==> src/rtl/g_alu_pkg.sv <==
// ---------------------------------------------------------------------------
// g_alu_pkg
// Shared constants and types for the gate-level ALU32 shift datapath.
//   G_WIDTH / G_SHW : operand width and shift-amount width (2**G_SHW == G_WIDTH)
//   state_t         : sequencer state encoding (S_IDLE, S_SHIFT, S_DONE)
//   STEP_*          : step codes understood by g_shr2_stage
// ---------------------------------------------------------------------------
package g_alu_pkg;

  localparam int G_WIDTH = 32;
  localparam int G_SHW   = 5;

  typedef enum logic [1:0] {
    S_IDLE  = 2'd0,
    S_SHIFT = 2'd1,
    S_DONE  = 2'd2
  } state_t;

  localparam logic [1:0] STEP_0 = 2'd0;
  localparam logic [1:0] STEP_1 = 2'd1;
  localparam logic [1:0] STEP_2 = 2'd2;

  // Size of the next shift step for a given remaining amount: 2 while at
  // least two positions remain, then a final single step for odd amounts.
  function automatic logic [1:0] step_for(input logic [G_SHW-1:0] rem);
    logic [1:0] s;
    if (rem >= G_SHW'(2))      s = STEP_2;
    else if (rem == G_SHW'(1)) s = STEP_1;
    else                       s = STEP_0;
    return s;
  endfunction

endpackage

==> src/rtl/g_shr2_stage.sv <==
// ---------------------------------------------------------------------------
// g_shr2_stage
// Combinational right-shift stage: shifts data right by 0, 1 or 2 positions
// and inserts fill_bits at the top. Right-direction twin of the G_Shi2 stage.
//   data      [WIDTH-1:0] in  : value to shift
//   fill_bits [1:0]       in  : bits entering at the MSB end. For a 1-step
//                               shift only fill_bits[0] is used. For a
//                               rotate, pass data[1:0] here.
//   step      [1:0]       in  : 0, 1 or 2 (3 behaves as 0)
//   result    [WIDTH-1:0] out : shifted value
// ---------------------------------------------------------------------------
module g_shr2_stage
  import g_alu_pkg::*;
#(
  parameter int WIDTH = G_WIDTH
) (
  input  logic [WIDTH-1:0] data,
  input  logic [1:0]       fill_bits,
  input  logic [1:0]       step,
  output logic [WIDTH-1:0] result
);

  // Per-bit 3:1 mux. Bit gi receives data[gi+step], or a fill bit once that
  // source index runs past the MSB.
  genvar gi;
  generate
    for (gi = 0; gi < WIDTH; gi++) begin : g_bit
      logic src1;
      logic src2;
      if (gi + 1 < WIDTH) begin : g_s1_data
        assign src1 = data[gi+1];
      end else begin : g_s1_fill
        assign src1 = fill_bits[0];
      end
      if (gi + 2 < WIDTH) begin : g_s2_data
        assign src2 = data[gi+2];
      end else begin : g_s2_fill
        // top two bits: result[WIDTH-2] <- fill_bits[0], result[WIDTH-1] <- fill_bits[1]
        assign src2 = fill_bits[gi-(WIDTH-2)];
      end
      always_comb begin
        result[gi] = data[gi];
        case (step)
          STEP_1:  result[gi] = src1;
          STEP_2:  result[gi] = src2;
          default: result[gi] = data[gi];
        endcase
      end
    end
  endgenerate

endmodule

==> src/rtl/g_shr_seq.sv <==
// ---------------------------------------------------------------------------
// g_shr_seq
// Multi-cycle right shifter. It shifts by 2 per clock, with a final 1-bit
// step for odd amounts, and pulses Done for one cycle when Out is valid.
// Optional macro G_SHR_ROTATE_EN adds the Rot input. Rot=1 selects rotate
// right and ignores Arith.
//   clk    in            : clock, rising edge
//   rst_n  in            : asynchronous active-low reset
//   Start  in            : request, honoured in IDLE or DONE only
//   In     in  [WIDTH-1:0] operand
//   Amt    in  [SHW-1:0]  shift amount
//   Arith  in            : 1 = sign fill, 0 = zero fill
//   Rot    in            : (G_SHR_ROTATE_EN only) 1 = rotate right
//   Busy   out           : high in SHIFT
//   Done   out           : one-cycle pulse, Out valid
//   Out    out [WIDTH-1:0] result, held until the next accepted Start
// ---------------------------------------------------------------------------
module g_shr_seq
  import g_alu_pkg::*;
#(
  parameter int WIDTH = G_WIDTH,
  parameter int SHW   = G_SHW
) (
  input  logic             clk,
  input  logic             rst_n,
  input  logic             Start,
  input  logic [WIDTH-1:0] In,
  input  logic [SHW-1:0]   Amt,
  input  logic             Arith,
`ifdef G_SHR_ROTATE_EN
  input  logic             Rot,
`endif
  output logic             Busy,
  output logic             Done,
  output logic [WIDTH-1:0] Out
);

  state_t           state_reg;
  logic [WIDTH-1:0] out_reg;
  logic [SHW-1:0]   rem_reg;
  logic             fill_reg;
  logic             busy_reg;
  logic             done_reg;
  logic             rot_reg;

  logic             rot_in;
  logic [1:0]       step;
  logic [1:0]       fill_bits;
  logic [SHW-1:0]   rem_next;
  logic [WIDTH-1:0] shifted;

`ifdef G_SHR_ROTATE_EN
  assign rot_in = Rot;
`else
  assign rot_in = 1'b0;
`endif

  // Step sizing is derived from the remaining count alone. The step value is
  // 0, 1 or 2, so widening it to SHW bits is lossless.
  assign step     = step_for(G_SHW'(rem_reg));
  assign rem_next = rem_reg - {{(SHW-2){1'b0}}, step};

  // A rotate feeds the bits leaving at bit 0 back in at the top. A plain
  // shift inserts the fill bit captured at Start.
  assign fill_bits = rot_reg ? out_reg[1:0] : {fill_reg, fill_reg};

  g_shr2_stage #(.WIDTH(WIDTH)) u_stage (
    .data      (out_reg),
    .fill_bits (fill_bits),
    .step      (step),
    .result    (shifted)
  );

  always_ff @(posedge clk or negedge rst_n) begin
    if (!rst_n) begin
      state_reg <= S_IDLE;
      out_reg   <= '0;
      rem_reg   <= '0;
      fill_reg  <= 1'b0;
      rot_reg   <= 1'b0;
      busy_reg  <= 1'b0;
      done_reg  <= 1'b0;
    end else begin
      case (state_reg)
        S_IDLE, S_DONE: begin
          if (Start) begin
            out_reg  <= In;
            rem_reg  <= Amt;
            rot_reg  <= rot_in;
            // Sign fill is frozen here, so later changes to In cannot leak in.
            fill_reg <= Arith & In[WIDTH-1] & ~rot_in;
            if (Amt != '0) begin
              state_reg <= S_SHIFT;
              busy_reg  <= 1'b1;
              done_reg  <= 1'b0;
            end else begin
              state_reg <= S_DONE;
              busy_reg  <= 1'b0;
              done_reg  <= 1'b1;
            end
          end else begin
            state_reg <= S_IDLE;
            busy_reg  <= 1'b0;
            done_reg  <= 1'b0;
          end
        end
        S_SHIFT: begin
          out_reg <= shifted;
          rem_reg <= rem_next;
          if (rem_next == '0) begin
            state_reg <= S_DONE;
            busy_reg  <= 1'b0;
            done_reg  <= 1'b1;
          end else begin
            busy_reg  <= 1'b1;
            done_reg  <= 1'b0;
          end
        end
        default: begin
          state_reg <= S_IDLE;
          busy_reg  <= 1'b0;
          done_reg  <= 1'b0;
        end
      endcase
    end
  end

  assign Busy = busy_reg;
  assign Done = done_reg;
  assign Out  = out_reg;

endmodule

==> config.mk <==
export PLATFORM = sky130hd
export DESIGN_NAME = g_shr_seq
export DESIGN_NICKNAME = d
export VERILOG_FILES = /design/src/rtl/g_alu_pkg.sv /design/src/rtl/g_shr2_stage.sv /design/src/rtl/g_shr_seq.sv
export SDC_FILE = /design/constraint.sdc
export NUM_CORES = 1
export LEC_CHECK = 0
export CORE_AREA = 3 3 79 81
export DETAILED_ROUTE_END_ITERATION = 8
export DIE_AREA = 0 0 82 84
export PLACE_DENSITY = 0.82
export SKIP_CTS_REPAIR_TIMING = 1
export SYNTH_ARGS = -nofsm -noshare
export SYNTH_HDL_FRONTEND = slang
export SYNTH_HIERARCHICAL = 1
export SYNTH_SLANG_ARGS = --single-unit
==> constraint.sdc <==
create_clock -name clk -period 2.4 [get_ports clk]
set_input_delay 0.6 -clock clk [delete_from_list [all_inputs] [get_ports clk]]
set_output_delay 0.6 -clock clk [all_outputs]
set_load 0.005 [all_outputs]
---- Word level (Yosys, flattened, before mapping) ----
Cells that the tools add are included.
storage, ports and cells
  bits of input ports ..................... 41
  register bits ........................... 42
cells by class
  reduce and logical (&&, ||, !) cells .... 9
  equality and inequality tests ........... 8
  $lt $le $gt $ge ......................... 1
  bitwise operators ....................... 1
  muxes and demuxes ....................... 50
  add/subtract/negate cells ............... 1
operators with widths
  operator            count
  $pmux 1 s2          33
  $pmux 32 s2         1
  $mux 32             1
  $pmux 5 s2          1
  $mux 1              8
  $mux 2              4
  $eq 5x1->1 const B  1
  $ge 5x2->1 const B  1
  $logic_not 5->1     1
  $mux 5              1
  $reduce_bool 5->1   1
  $sub 5x2->5         1
  $eq 2x1->1 const B  2
  $eq 2x2->1 const B  2
  $ne 2x2->1 const B  2
  $pmux 2 s2          1
  $reduce_and 2->1    2
  $reduce_or 2->1     2
  $ne 3x1->1 const B  1
  $reduce_and 3->1    1
  $logic_not 2->1     1
  $reduce_bool 2->1   1
  $and 1x1->1         1

---- Depth between registers and ports, before layout ----
  depth in word-level cells ............... 7
  mapped depth ............................ 11
  depth with buffers taken out ............ 9

---- By module ----
The synthesis kept the hierarchy.
by module, submodules not included
  module        area each (µm²)  instances  sequential area each (µm²)  cells each
  g_shr_seq     2000.7           1          1051.0                      234
  g_shr2_stage  639.4            1          0.0                         113

---- Worst setup path before layout ----
No wires, ideal clock.
  kind .................................... reg-to-reg
  from .................................... register rem_reg[3]
  to ...................................... register busy_reg, in the netlist Busy
  arrival ................................. 1.984 ns
  cell stages (with the launch flop) ...... 10
  period minus slack after synthesis ...... 2.121 ns
  path buffers ............................ 0
  slack ................................... 0.279 ns
  required time ........................... 2.263 ns
  setup time .............................. 0.137 ns
  cell sequence ........................... dfrtp_1 nor4_1 inv_1 nor2_1 ha_1 fa_1 xnor2_1 nand3_1 o21ai_0 o211ai_1
on the way
  elaborated cells between the ends (all ways) .. 8
RTL lines
  element                 RTL line          text
  from (decl)             g_shr_seq.sv:40   logic [SHW-1:0] rem_reg;
  from (signal assigned)  g_shr_seq.sv:88   rem_reg <= Amt;
  from (signal assigned)  g_shr_seq.sv:109  rem_reg <= rem_next;
  $ge 5x2->1              g_alu_pkg.sv:27   if (rem >= G_SHW'(2)) s = STEP_2;
  $mux 2                  g_alu_pkg.sv:27
  net step[1]             g_shr_seq.sv:47   logic [1:0] step;
  $sub 5x2->5             g_shr_seq.sv:61   assign rem_next = rem_reg - {{(SHW-2){1'b0}}, step};
  $logic_not 5->1         g_shr_seq.sv:110  if (rem_next == '0) begin
  $mux 1                  g_shr_seq.sv:110
  $pmux 1 s2              g_shr_seq.sv:84   case (state_reg)
  to (signal assigned)    g_shr_seq.sv:81   busy_reg <= 1'b0;
  to (signal assigned)    g_shr_seq.sv:112  busy_reg <= 1'b0;
  to (signal assigned)    g_shr_seq.sv:115  busy_reg <= 1'b1;
  to (decl)               g_shr_seq.sv:42   logic busy_reg;
The timed path passes the listed nets, and every way through them passes these cells.
A chain may end at the register's enable or synchronous reset.

---- Final worst setup path ----
Same ends and word-level chain as after synthesis.

==> reports/summary.txt <==
run status: finished clean
final non-filler cell total: 483
clock skew: 0.00379 ns
top sig layer: met4
CORE AREA: 0.00554 sq mm
dpl hpwl: 5100 um
GP Congestion: 0.867
pre-CTS setup slack: -0.0774 ns
Initial Util: 0.477
crit path kind: reg -> reg
crit path time final: 2.28 ns
Worst Reg2Reg Path Length in Cells: 9
first-pass GRT wire length: 11900 um
fill count: 492
DIE AREA: 0.00689 sq mm
Netlist cell types: 32
Largest register FFs: 32
clock tree sinks: 42
diode count: 0
Crit Path Max Fanout: 5
Post-synth EDFFs: 0
Site Rows: 27
async set-reset flop share out of synthesis: 1.00
critical path data required time: 2.55 ns
antenna viol nets, final: 0
number of I/O pins: 75
WL/cell: 14.9 um
max cap viols: 0
DRC violation count after routing: 0
Die Ht: 84 um
commonest non-fill, non-tap cells in the layout: nand2_1, clkdlybuf4s50_1, dfrtp_1
CTS tree: done
Hold Vio Cnt, Final: 0
layout cell share with drive strength beyond 1: 0.0706
mapped cell area: 0.00264 sq mm
Syn Area/Cell: 7.61 sq um
post-synth top area cell: dfrtp_1
Pre-antenna DRT Iters: 6
Arr. time, crit path: 2.43 ns
RR Startpoint: rem_reg[3]
Reg clk slew, reported paths: 0.08 ns
commonest non-fill, non-tap cell in the layout: nand2_1
Final Hold Slack: 0.233 ns
CTS max path bufs: 2
Worst-Skew Late Latency: 0.30 ns
top cell type's share of synthesized area: 0.398
fin. max-slew vios: 0
synth top area cells: dfrtp_1, nand2_1, a22oi_1
worst hold path type: in -> async
Lkg Pwr: 1.43 nW
R2R setup slack: 0.12 ns
total grt overflow: 0
H-Tree Depth: 2
final setup vio count: 0
CTS buffer count: 5
root buffer cell: clkbuf_8
M1 WL: 3080 um
gr usage total: 0.216
worst slew pin tran: 0.672 ns
Area growth syn-to-layout: 33.6%
Final period util: 0.951
metal2 WL: 3470 um
Yosys reg bits: 42
drt total wl: 7180 um
Nets: 456
element type at the critical path end: flip-flop
achievable clock frequency: 0.438 GHz
RR Endpoint: Busy
wire length on met3: 539 um
initial antenna violation count: 0
largest net degree at the start of global routing: 43
final setup margin: 0.118 ns
PwrDens: 1310 mW/mm^2
Gate Count Post-Synth: 347
vias per cell: 5.71
vias in the first global route: 2558
top_reg_cell synth: dfrtp_1
fin area: 0.00353 sq mm
Chip Width: 82 um
placed cell area: 0.00341 sq mm
DRT iter0 DRCs: 226
startpoint types: flip-flop
Buffers on Ports: 74
normalized max-slew margin: 0.552
peak supply drop: 0.630 mV
setup TNS: 0 ns
placed instance count: 475
syn_nets: 393
Synth Warn #: 6
sequential-to-total area share from yosys stat: 0.398
via count: 2757
## how the worst max path moves through the flow
stage / from / endpoint / slack [ns] / cells after the start
final: rem_reg[3] / Busy / 0.12 / 9
after floorplan: rem_reg[3] / Busy / 0.28 / 9
after global routing: rem_reg[1] / Busy / -0.08 / 9
after detailed placement: rem_reg[3] / Busy / -0.08 / 9
after global placement: rem_reg[3] / Busy / 0.14 / 9
after CTS: rem_reg[3] / Busy / -0.11 / 9
## report_power, final
part	total, mW	switching, mW	internal (mW)
clock	0.536	0.246	0.291
combinational	2.63	1.32	1.30
sequential	1.45	0.395	1.05
## per-layer routing
metal  track usage  up-vias
met4        0.0695        0
li1              -     1334
met3        0.0443       10
met5             0        -
met1         0.287     1296
met2         0.347      117
## synthesized netlist by cell type (3+ instances only)
master and instances:
a31oi_1 31, dfrtp_1 42, a21oi_1 3, a22oi_1 34, ha_1 4, inv_1 6, o21ai_1 33, nor2_1 36
buf_6 3, nand2_1 100, buf_2 23, a211oi_1 3, nand3_1 3
## cell families (layout without fill, tap and decap cells)
group                      Yosys count  after routing  synth area share
and+or+nand+nor                    151            151             0.230
AOI/OAI and AO/OA                  111            111             0.265
DFF                                 42             42             0.398
buffers and inverters               36            100            0.0735
adders and majority gates            5              5            0.0265
xor gates and xnor gates             2              2           0.00664
## final cells by class
type | count | area, sq um | area share
Timing Repair Buffer | 86 | 838 | 0.238
Inverter | 6 | 22.5 | 0.00638
Clock buffer | 8 | 110 | 0.0312
Sequential cell | 42 | 1050 | 0.298
Multi-Input combinational cell | 269 | 1420 | 0.401
Tap cell | 72 | 90.1 | 0.0255
## per-stage QoR
| stage | total power, mW | util |
|---|---|---|
| floorplan | 3.09 | - |
| global placement | 3.94 | 0.615 |
| detailed placement | 4.06 | 0.615 |
| CTS | 4.61 | 0.635 |
| global route | 5.05 | 0.637 |
| finish | 4.61 | 0.637 |
## worst max-delay path: stages (launching register included)
cell and delay [ns]:
dfrtp_1 0.45, nor4_2 0.31, inv_1 0.16, nor2_2 0.15, ha_1 0.21, fa_1 0.26, xnor2_1 0.13, nand3_1 0.12
o21ai_1 0.19, o211ai_1 0.14
Note: power is estimated with default switching activity, not from simulation.
